$ cat config.mk
export PLATFORM = sky130hd
export DESIGN_NAME = auth_session_ctrl_flat
export DESIGN_NICKNAME = d
export VERILOG_FILES = /design/src/rtl/auth_session_ctrl_if.sv /design/src/rtl/auth_session_ctrl.sv /design/src/flat_wrapper.sv
export SDC_FILE = /design/constraint.sdc
export NUM_CORES = 1
export LEC_CHECK = 0
export ABC_AREA = 0
export CORE_ASPECT_RATIO = 0.9
export CORE_MARGIN = 5
export CORE_UTILIZATION = 30
export CTS_CLUSTER_DIAMETER = 40
export DETAILED_ROUTE_END_ITERATION = 8
export SLEW_MARGIN = 20
export SYNTH_ARGS = -nofsm -noshare
export SYNTH_HDL_FRONTEND = slang
export SYNTH_SLANG_ARGS = --single-unit
$ cat constraint.sdc
create_clock -name clk -period 1.8 [get_ports clk]
set_clock_uncertainty 0.1 [all_clocks]
set_input_delay 0.27 -clock clk [delete_from_list [all_inputs] [get_ports clk]]
set_output_delay 0.27 -clock clk [all_outputs]
set_load 0.01 [all_outputs]
$ cat src/rtl/auth_session_ctrl_if.sv
// auth_session_ctrl_if: card/keypad, authenticator and status bundle
// for the ATM session controller.
interface auth_session_ctrl_if;
  logic        card_in;
  logic [3:0]  acc_num_in;
  logic        pin_valid;
  logic [15:0] pin_in;
  logic        activity;
  logic        logout;
  logic        unlock_req;
  logic [3:0]  unlock_idx;
  logic [3:0]  auth_acc_num;
  logic [15:0] auth_pin;
  logic [3:0]  auth_acc_index;
  logic        auth_found;
  logic        auth_ok;
  logic        session_active;
  logic [3:0]  session_index;
  logic [1:0]  tries_left;
  logic        not_found;
  logic        pin_fail;
  logic        locked;
  logic        timeout;
  logic        eject;

  modport master (
    output card_in, acc_num_in, pin_valid, pin_in,
    output activity, logout, unlock_req, unlock_idx,
    output auth_acc_index, auth_found, auth_ok,
    input  auth_acc_num, auth_pin,
    input  session_active, session_index, tries_left,
    input  not_found, pin_fail, locked, timeout, eject
  );

  modport slave (
    input  card_in, acc_num_in, pin_valid, pin_in,
    input  activity, logout, unlock_req, unlock_idx,
    input  auth_acc_index, auth_found, auth_ok,
    output auth_acc_num, auth_pin,
    output session_active, session_index, tries_left,
    output not_found, pin_fail, locked, timeout, eject
  );
endinterface

$ cat src/rtl/auth_session_ctrl.sv
// auth_session_ctrl: ATM card session sequencer with PIN retry
// counting, account lockout and inactivity timeout.
module auth_session_ctrl #(
  parameter int MAX_TRIES      = 3,
  parameter int TIMEOUT_CYCLES = 1000,
  parameter int NUM_ACCOUNTS   = 10
) (
  input logic clk,
  input logic rst,
  auth_session_ctrl_if.slave bus
);

  localparam int TW =
    (TIMEOUT_CYCLES > 1) ? $clog2(TIMEOUT_CYCLES) : 1;
  localparam logic [TW-1:0] T_LAST = TW'(TIMEOUT_CYCLES - 1);
  localparam logic [TW-1:0] T_ONE  = TW'(1);
  localparam logic [1:0] TRIES_INIT = 2'(MAX_TRIES);
  localparam logic [4:0] NACC = 5'(NUM_ACCOUNTS);

  typedef enum logic [2:0] {
    IDLE,
    LOOKUP,
    WAIT_PIN,
    CHECK,
    ACTIVE,
    EJECT
  } state_t;

  state_t                  state;
  logic [TW-1:0]           timer;
  logic [TW-1:0]           timer_inc;
  logic [NUM_ACCOUNTS-1:0] lock;
  logic [1:0]              tries_dec;
  logic                    idx_ok;
  logic                    unlock_ok;
  logic                    acc_locked;
  logic                    in_session;
  logic                    expired;

  // Next-value helpers for the timer, retry count and lock lookup
  always_comb begin
    timer_inc  = (timer == '1) ? timer : timer + T_ONE;
    expired    = (timer == T_LAST);
    tries_dec  = bus.tries_left - 2'd1;
    idx_ok     = {1'b0, bus.auth_acc_index} < NACC;
    unlock_ok  = bus.unlock_req && ({1'b0, bus.unlock_idx} < NACC);
    acc_locked = idx_ok && lock[bus.auth_acc_index];
    in_session = (state == LOOKUP) || (state == WAIT_PIN) ||
                 (state == CHECK)  || (state == ACTIVE);
  end

  // Session FSM with registered outputs and the lock bitmap
  always_ff @(posedge clk) begin
    if (rst) begin
      state              <= IDLE;
      timer              <= '0;
      lock               <= '0;
      bus.auth_acc_num   <= '0;
      bus.auth_pin       <= '0;
      bus.session_active <= 1'b0;
      bus.session_index  <= '0;
      bus.tries_left     <= '0;
      bus.not_found      <= 1'b0;
      bus.pin_fail       <= 1'b0;
      bus.locked         <= 1'b0;
      bus.timeout        <= 1'b0;
      bus.eject          <= 1'b0;
    end else begin
      bus.not_found <= 1'b0;
      bus.pin_fail  <= 1'b0;
      bus.locked    <= 1'b0;
      bus.timeout   <= 1'b0;
      bus.eject     <= 1'b0;
      // a lock-set later in this block overrides this clear
      if (unlock_ok) begin
        lock[bus.unlock_idx] <= 1'b0;
      end
      if (!bus.card_in && in_session) begin
        state              <= IDLE;
        bus.session_active <= 1'b0;
        bus.auth_pin       <= '0;
        bus.tries_left     <= '0;
      end else begin
        unique case (state)
          IDLE: begin
            if (bus.card_in) begin
              bus.auth_acc_num <= bus.acc_num_in;
              state            <= LOOKUP;
            end
          end
          LOOKUP: begin
            if (!bus.auth_found) begin
              bus.not_found <= 1'b1;
              bus.eject     <= 1'b1;
              bus.auth_pin  <= '0;
              state         <= EJECT;
            end else if (acc_locked) begin
              bus.locked   <= 1'b1;
              bus.eject    <= 1'b1;
              bus.auth_pin <= '0;
              state        <= EJECT;
            end else begin
              bus.session_index <= bus.auth_acc_index;
              bus.tries_left    <= TRIES_INIT;
              timer             <= '0;
              state             <= WAIT_PIN;
            end
          end
          WAIT_PIN: begin
            if (bus.pin_valid) begin
              bus.auth_pin <= bus.pin_in;
              state        <= CHECK;
            end else if (expired) begin
              bus.timeout  <= 1'b1;
              bus.eject    <= 1'b1;
              bus.auth_pin <= '0;
              state        <= EJECT;
            end else begin
              timer <= timer_inc;
            end
          end
          CHECK: begin
            if (bus.auth_ok) begin
              bus.session_active <= 1'b1;
              timer              <= '0;
              state              <= ACTIVE;
            end else if (tries_dec == 2'd0) begin
              lock[bus.session_index] <= 1'b1;
              bus.tries_left <= 2'd0;
              bus.locked     <= 1'b1;
              bus.eject      <= 1'b1;
              bus.auth_pin   <= '0;
              state          <= EJECT;
            end else begin
              bus.tries_left <= tries_dec;
              bus.pin_fail   <= 1'b1;
              timer          <= '0;
              state          <= WAIT_PIN;
            end
          end
          ACTIVE: begin
            if (bus.logout) begin
              bus.session_active <= 1'b0;
              bus.eject          <= 1'b1;
              bus.auth_pin       <= '0;
              state              <= EJECT;
            end else if (bus.activity) begin
              timer <= '0;
            end else if (expired) begin
              bus.session_active <= 1'b0;
              bus.timeout        <= 1'b1;
              bus.eject          <= 1'b1;
              bus.auth_pin       <= '0;
              state              <= EJECT;
            end else begin
              timer <= timer_inc;
            end
          end
          EJECT: begin
            bus.auth_pin <= '0;
            if (!bus.card_in) begin
              state <= IDLE;
            end
          end
          default: begin
            state <= IDLE;
          end
        endcase
      end
    end
  end

endmodule

$ cat src/flat_wrapper.sv
// flat-port wrapper written by rule: the top's interface ports become plain ports
module auth_session_ctrl_flat 
#(
  parameter int MAX_TRIES      = 3,
  parameter int TIMEOUT_CYCLES = 1000,
  parameter int NUM_ACCOUNTS   = 10
)
  (clk, rst, bus_card_in, bus_acc_num_in, bus_pin_valid, bus_pin_in, bus_activity, bus_logout, bus_unlock_req, bus_unlock_idx, bus_auth_acc_index, bus_auth_found, bus_auth_ok, bus_auth_acc_num, bus_auth_pin, bus_session_active, bus_session_index, bus_tries_left, bus_not_found, bus_pin_fail, bus_locked, bus_timeout, bus_eject);
  auth_session_ctrl_if bus_i ();
  input logic clk;
  input logic rst;
  input wire logic [$bits(bus_i.card_in)-1:0] bus_card_in;
  input wire logic [$bits(bus_i.acc_num_in)-1:0] bus_acc_num_in;
  input wire logic [$bits(bus_i.pin_valid)-1:0] bus_pin_valid;
  input wire logic [$bits(bus_i.pin_in)-1:0] bus_pin_in;
  input wire logic [$bits(bus_i.activity)-1:0] bus_activity;
  input wire logic [$bits(bus_i.logout)-1:0] bus_logout;
  input wire logic [$bits(bus_i.unlock_req)-1:0] bus_unlock_req;
  input wire logic [$bits(bus_i.unlock_idx)-1:0] bus_unlock_idx;
  input wire logic [$bits(bus_i.auth_acc_index)-1:0] bus_auth_acc_index;
  input wire logic [$bits(bus_i.auth_found)-1:0] bus_auth_found;
  input wire logic [$bits(bus_i.auth_ok)-1:0] bus_auth_ok;
  output wire logic [$bits(bus_i.auth_acc_num)-1:0] bus_auth_acc_num;
  output wire logic [$bits(bus_i.auth_pin)-1:0] bus_auth_pin;
  output wire logic [$bits(bus_i.session_active)-1:0] bus_session_active;
  output wire logic [$bits(bus_i.session_index)-1:0] bus_session_index;
  output wire logic [$bits(bus_i.tries_left)-1:0] bus_tries_left;
  output wire logic [$bits(bus_i.not_found)-1:0] bus_not_found;
  output wire logic [$bits(bus_i.pin_fail)-1:0] bus_pin_fail;
  output wire logic [$bits(bus_i.locked)-1:0] bus_locked;
  output wire logic [$bits(bus_i.timeout)-1:0] bus_timeout;
  output wire logic [$bits(bus_i.eject)-1:0] bus_eject;
  assign bus_i.card_in = bus_card_in;
  assign bus_i.acc_num_in = bus_acc_num_in;
  assign bus_i.pin_valid = bus_pin_valid;
  assign bus_i.pin_in = bus_pin_in;
  assign bus_i.activity = bus_activity;
  assign bus_i.logout = bus_logout;
  assign bus_i.unlock_req = bus_unlock_req;
  assign bus_i.unlock_idx = bus_unlock_idx;
  assign bus_i.auth_acc_index = bus_auth_acc_index;
  assign bus_i.auth_found = bus_auth_found;
  assign bus_i.auth_ok = bus_auth_ok;
  assign bus_auth_acc_num = bus_i.auth_acc_num;
  assign bus_auth_pin = bus_i.auth_pin;
  assign bus_session_active = bus_i.session_active;
  assign bus_session_index = bus_i.session_index;
  assign bus_tries_left = bus_i.tries_left;
  assign bus_not_found = bus_i.not_found;
  assign bus_pin_fail = bus_i.pin_fail;
  assign bus_locked = bus_i.locked;
  assign bus_timeout = bus_i.timeout;
  assign bus_eject = bus_i.eject;
  auth_session_ctrl #(.MAX_TRIES(MAX_TRIES), .TIMEOUT_CYCLES(TIMEOUT_CYCLES), .NUM_ACCOUNTS(NUM_ACCOUNTS)) u_core (.clk(clk), .rst(rst), .bus(bus_i));
endmodule
**Yosys cells after proc, flatten, opt, wreduce, memory -nomap -nowiden**

Cells that the tools add are included.

- Output and inout bits: 32
- Word-level logic and storage cells: 141
- Input port bits: 37
- Bits in registers: 55

- Equal/unequal tests: 20
- Bitwise gates (word level): 7
- $lt $le $gt $ge: 7
- Reductions and logical operators: 25
- Mux-type cells: 67
- $add $sub $neg: 2

Operators by type and width:

| kind | number |
|---|---|
| 10-bit two-way mux | 15 |
| 16-bit two-way mux | 8 |
| 16-bit case mux with 5 select lines | 1 |
| 10-bit case mux with 4 select lines | 1 |
| 3-bit two-way mux | 10 |
| 10-bit == test (second input constant) | 2 |
| 1-bit two-way mux | 19 |
| 2-bit != test (second input constant) | 9 |
| 3-bit case mux with 6 select lines | 1 |
| 4-bit by 5-bit less-than comparator with 1-bit output (second input constant) | 3 |
| 4-bit AND reduction | 3 |
| 10-bit by 1-bit adder with 10-bit output (second input constant) | 1 |
| 10-bit bitwise AND | 1 |
| 10-bit inverter | 1 |
| 10-bit bitwise OR | 1 |
| 1-bit demux with 4-bit select | 2 |
| 4-bit by 1-bit >= comparator with 1-bit output (second input constant) | 2 |
| 4-bit less-than comparator (second input constant) | 2 |
| 2-bit two-way mux | 4 |
| 7-bit AND reduction | 1 |
| 3-bit by 2-bit == test with 1-bit output (second input constant) | 2 |
| 3-bit == test (second input constant) | 2 |
| 3-bit by 2-bit != test with 1-bit output (second input constant) | 2 |
| 3-bit != test (second input constant) | 2 |
| other kinds (20) | 33 |

**Depth between registers and ports, before layout**

Gate-level depths: netlist of the first run.

- Depth after elaboration: 13
- Depth in mapped cells: 8
- Gate-level depth less buffers: 7

**Least setup slack after synthesis of the first run**

No wires, ideal clock.

- Path kind: reg2reg
- From: register u_core.timer[0]
- To: register u_core.bus.eject
- Stages on the path, launching flop included: 7
- Clock period less this slack: 1.919 ns
- Slack: -0.119 ns
- Buffers on the path: 0
- Data arrival time: 1.704 ns
- Setup time: 0.115 ns
- Cells stage by stage: dfxtp_1 -> ha_1 -> nor4bb_1 -> and3_1 -> a21oi_1 -> o21a_1 -> a2111oi_0

- Cells in the longest elaborated chain, start to end: 5

Ends and longest elaborated chain:

| what | line | RTL |
|---|---|---|
| from (decl) | auth_session_ctrl.sv:30 | `logic [TW-1:0] timer;` |
| from (signal assigned) | auth_session_ctrl.sv:119 | `timer <= timer_inc;` |
| from (signal assigned) | auth_session_ctrl.sv:156 | `timer <= timer_inc;` |
| 10-bit == test (*) | auth_session_ctrl.sv:43 | `expired = (timer == T_LAST);` |
| 1-bit two-way mux (*) | auth_session_ctrl.sv:113, auth_session_ctrl.sv:149 |  |
| 1-bit two-way mux | auth_session_ctrl.sv:147 | `end else if (bus.activity) begin` |
| 1-bit two-way mux | auth_session_ctrl.sv:142 | `if (bus.logout) begin` |
| 1-bit case mux with 4 select lines (*) | auth_session_ctrl.sv:84 | `unique case (state)` |
| to (signal assigned) | auth_session_ctrl.sv:115 | `bus.eject <= 1'b1;` |
| to (signal assigned) | auth_session_ctrl.sv:144 | `bus.eject <= 1'b1;` |
| to (signal assigned) | auth_session_ctrl.sv:152 | `bus.eject <= 1'b1;` |
| to (decl) | auth_session_ctrl_if.sv:41 | `output not_found, pin_fail, locked, timeout, eject` |

Every way passes the cells marked *; elsewhere a longest branch is shown, timed or not.
A chain may end at the register's enable or synchronous reset.

**Worst setup path after layout of the first run**

- From: register u_core.state[1]
- To: register u_core.bus.auth_pin[12]

- Cells in the longest elaborated chain, start to end: 6

Ends and longest elaborated chain:

| what | line | RTL |
|---|---|---|
| from (decl) | auth_session_ctrl.sv:29 | `state_t state;` |
| from (signal assigned) | auth_session_ctrl.sv:55 | `state <= IDLE;` |
| from (signal assigned) | auth_session_ctrl.sv:79 | `state <= IDLE;` |
| from (signal assigned) | auth_session_ctrl.sv:88 | `state <= LOOKUP;` |
| 3-bit by 1-bit == test with 1-bit output / 3-bit by 2-bit == test with 1-bit output (equally long branches) | auth_session_ctrl.sv:48, auth_session_ctrl.sv:84 |  |
| 1-bit logical OR (2 in series) | auth_session_ctrl.sv:48 | `in_session = (state == LOOKUP) \|\| (state == WAIT_PIN) \|\|` |
| 1-bit logical OR | auth_session_ctrl.sv:49 | `(state == CHECK) \|\| (state == ACTIVE);` |
| 1-bit logical AND | auth_session_ctrl.sv:78 | `if (!bus.card_in && in_session) begin` |
| 2-bit OR reduction (no source line) | -- |  |
| to (signal assigned) | auth_session_ctrl.sv:111 | `bus.auth_pin <= bus.pin_in;` |
| to (decl) | auth_session_ctrl_if.sv:39 | `output auth_acc_num, auth_pin,` |

Several ways; a longest one is shown, not always the timed one.

==> results by group, run 1 <==
Placement
  – Final GP Congestion: about 0.86
  – Port buffer count: 68
  – Dpl hpwl: 7320 µm
  – DP Area: 0.00450 mm²

Power and ir drop
  – Int Pwr: 2630 µW
  – Total power: 4030 µW
  – Peak VDD IR: 0.529 mV
  – Clock share of power: 0.248
  – Power Density: between 700 and 800 mW/mm²
  – Logic pwr share: 0.425
  – Switching power: ~1400 µW
  – Leak pwr: 0.00192 µW
  – Sequential fraction of design power: 0.328
  – Switching Share: 0.347

Worst setup path
  – CP Class: flop to flop
  – Req. time, crit path: 1.91 ns
  – Critical Path AT: 2.04 ns
  – Crit end category: flop
  – R2R cell count: 8
  – Crit Path Max Fanout: 8
  – Startpoint Class: flop

Synthesis
  – Ys Warns: 0
  – Top post-synthesis cells by count: dfxtp_1, a21oi_1, o21ai_0, nand2_1, nor2_1
  – Count leader, synth: dfxtp_1
  – Syn Nets: 400
  – Seq cells post-synth: 55
  – Mapped Area: 0.00308 mm²
  – Avg Cell Area, Syn: 8.53 µm²
  – EDFF count, synth: 0
  – Sequential area share after synthesis: 0.357
  – Ys async rst share: 0
  – Main flop type after synthesis: dfxtp_1
  – Synth area leader: dfxtp_1
  – Largest cells by area after synthesis: dfxtp_1, a21oi_1, o21ai_0, a211oi_2, a211oi_1
  – Synthesized instance count: 361
  – Synth top area share: 0.357
  – Post-synth cell types: 69

Die
  – Die Span Y: 106 µm
  – Die area: 0.0124 mm²
  – Core Box Area: 0.0102 mm²
  – Rows: 35
  – Initial cell density of the core: 0.303
  – Die X: between 100 and 150 µm
  – # IOs: between 60 and 70

Routing
  – DR top layer: met4
  – Via Count: around 3500
  – Met1 Wirelength: 5040 µm
  – Drt pass-1 iters: 5
  – Met2 wire length: 5520 µm
  – Overall routed net length: 11200 µm
  – DR WL/cell: about 17 µm
  – Met3 wire len: around 450 µm
  – Routed Antenna Nets: 0
  – DRC viols: 0
  – Vias per inst: approximately 5.5
  – DRT iter0 DRCs: 153

Worst hold path
  – Worst Hold Class: input pin to flop
  – Hold Path Cell Cnt: 4

Timing
  – Slew Limit Fails: 0
  – Worst-Margin Slew: approximately 0.42 ns
  – Setup TNS: -1.54 ns
  – Unrepaired setup endpoints after global routing: true
  – Final period util: 1.07
  – Clock period minus final worst setup slack: 1.93 ns
  – Final Hold Fails: 0
  – Setup ws final: -0.126 ns
  – Slew HR: 0.718
  – Fmax: a little over 500 MHz
  – Setup violators final: 31

Final layout
  – Layout net count: 550
  – Layout cells sized above 1: 0.459
  – P&R area growth vs syn: 83.5%
  – Final instance area: 0.00565 mm²
  – Diodes inserted: 0

Global route
  – GRT Residual Overflow: 0
  – GRT Total Usage: 0.174
  – First-pass GRT wire length: 17500 µm
  – Antenna violations before repair: 0
  – Largest net degree at the start of global routing: 28
  – Vias in the first global route: between 3000 and 4000

Flow run
  – Number of max-cap violations: 0

Clock tree
  – Hold Buf Count CTS: 0
  – Clk Tree Root Cell: clkbuf_16
  – CTS tree: done
  – Worst-skew pair later-pin latency: 0.29 ns
  – Clock buffer depth: 2
  – CTS Buf Count: 5
  – Clk pin slew, worst setup/hold paths: 0.07 ns
  – Clk sink count: 55
  – Max H-tree Level: 2

Run status
  – Failing checks: setup timing
  – Status: finished, violations left
==> cell families after synthesis <==
family	Yosys count	synth area share
compound gates	147	0.337
fa+ha+maj	2	0.00812
buf+inv	40	0.0605
flops	55	0.357
mux	7	0.0272
simple gates	110	0.210
==> area by class of cell <==
class | count | area [µm²]
clock buffers | 5 | 125
clock inverters | 3 | 23.8
fillers | 860 | 4510
inverters | 13 | 48.8
multi-input cells | 268 | 2510
flip-flops and latches | 55 | 1120
well taps | 129 | 161
repair buffers | 168 | 1660
==> power groups by stage <==
stage,sequential [µW],clock [µW],combinational [µW]
4_1_cts,1310,1020,1500
3_3_place_gp,1330,0,1170
5_1_grt,1330,1080,1810
3_5_place_dp,1330,0,1190
2_1_floorplan,1330,0,615
6_report,1320,997,1710
==> placed cells by master (no fill, tap or decap), types with 8 or more instances in the layout <==
master,instances
a21oi_1,17
o21ai_0,16
nand3_1,8
a21oi_2,17
buf_4,74
inv_1,12
buf_6,14
dfxtp_2,8
nor3_1,8
nor2_1,13
nand2_1,18
a21oi_4,19
nand2b_1,10
dfxtp_1,44
clkdlybuf4s50_1,62
a211oi_2,16
==> registers in the layout, summed over array words and instances (netlist names), 2 cells and up <==
name and flops:
u_core.state 3, u_core.bus.tries_left 2, u_core.bus.session_index 4, u_core.bus.auth_acc_num 4, u_core.bus.auth_pin 16, u_core.timer 10, u_core.lock 10
==> metal layers <==
layer | global-route usage | up-vias
li1 | - | 1685
met5 | 0 | -
met4 | 0.0459 | 0
met1 | 0.237 | 1731
met3 | 0.0279 | 12
met2 | 0.284 | 88
==> what timing repair did <==
action | CTS | global route
buffers inserted | 14 | 6
endpoints found under the setup margin | 46 | 49
resized for setup | 95 | 72
endpoints found under the hold margin | 0 | 0
gates cloned | 4 | 2
pin swaps | 43 | 29
==> path summary, 6_finish.rpt <==
check	start	endpoint	slack, ns
max	u_core.state[1]	u_core.bus.auth_pin[12]	-0.13
min	rst	u_core.bus.timeout	0.33
max reg2reg	u_core.state[1]	u_core.bus.auth_pin[12]	-0.13
min reg2reg	u_core.lock[0]	u_core.lock[0]	0.38
==> critical path, cell delays in order (launching register included) <==
cell and delay (ns):
dfxtp_4 0.37, buf_4 0.11, buf_4 0.11, nor3b_4 0.20, o221ai_2 0.14, o211ai_4 0.31
clkbuf_16 0.24, a21oi_2 0.06, a211oi_4 0.21
==> through the flow <==
| step | utilization | hold WS, ns | worst slack, ns | std cells |
|---|---|---|---|---|
| after floorplan | - | 0.249 | -0.0113 | 361 |
| after global placement | 0.443 | 0.360 | -0.622 | 608 |
| after detailed placement | 0.443 | 0.367 | -0.685 | 608 |
| after CTS | 0.518 | 0.378 | -0.0797 | 634 |
| after global routing | 0.557 | 0.353 | -0.197 | 641 |
| final | 0.557 | 0.334 | -0.126 | 641 |
Note: power is estimated with default switching activity, not from simulation.
==> inputs of run 2 (changes only) <==
--- a/config.mk
+++ b/config.mk
@@ -11,6 +11,7 @@
 export CORE_UTILIZATION = 30
 export CTS_CLUSTER_DIAMETER = 40
 export DETAILED_ROUTE_END_ITERATION = 8
+export GPL_TIMING_DRIVEN = 1
 export SLEW_MARGIN = 20
 export SYNTH_ARGS = -nofsm -noshare
 export SYNTH_HDL_FRONTEND = slang
==> results of run 2 <==
Same layout as run 1: the final DEF is identical, and so are final timing and power.
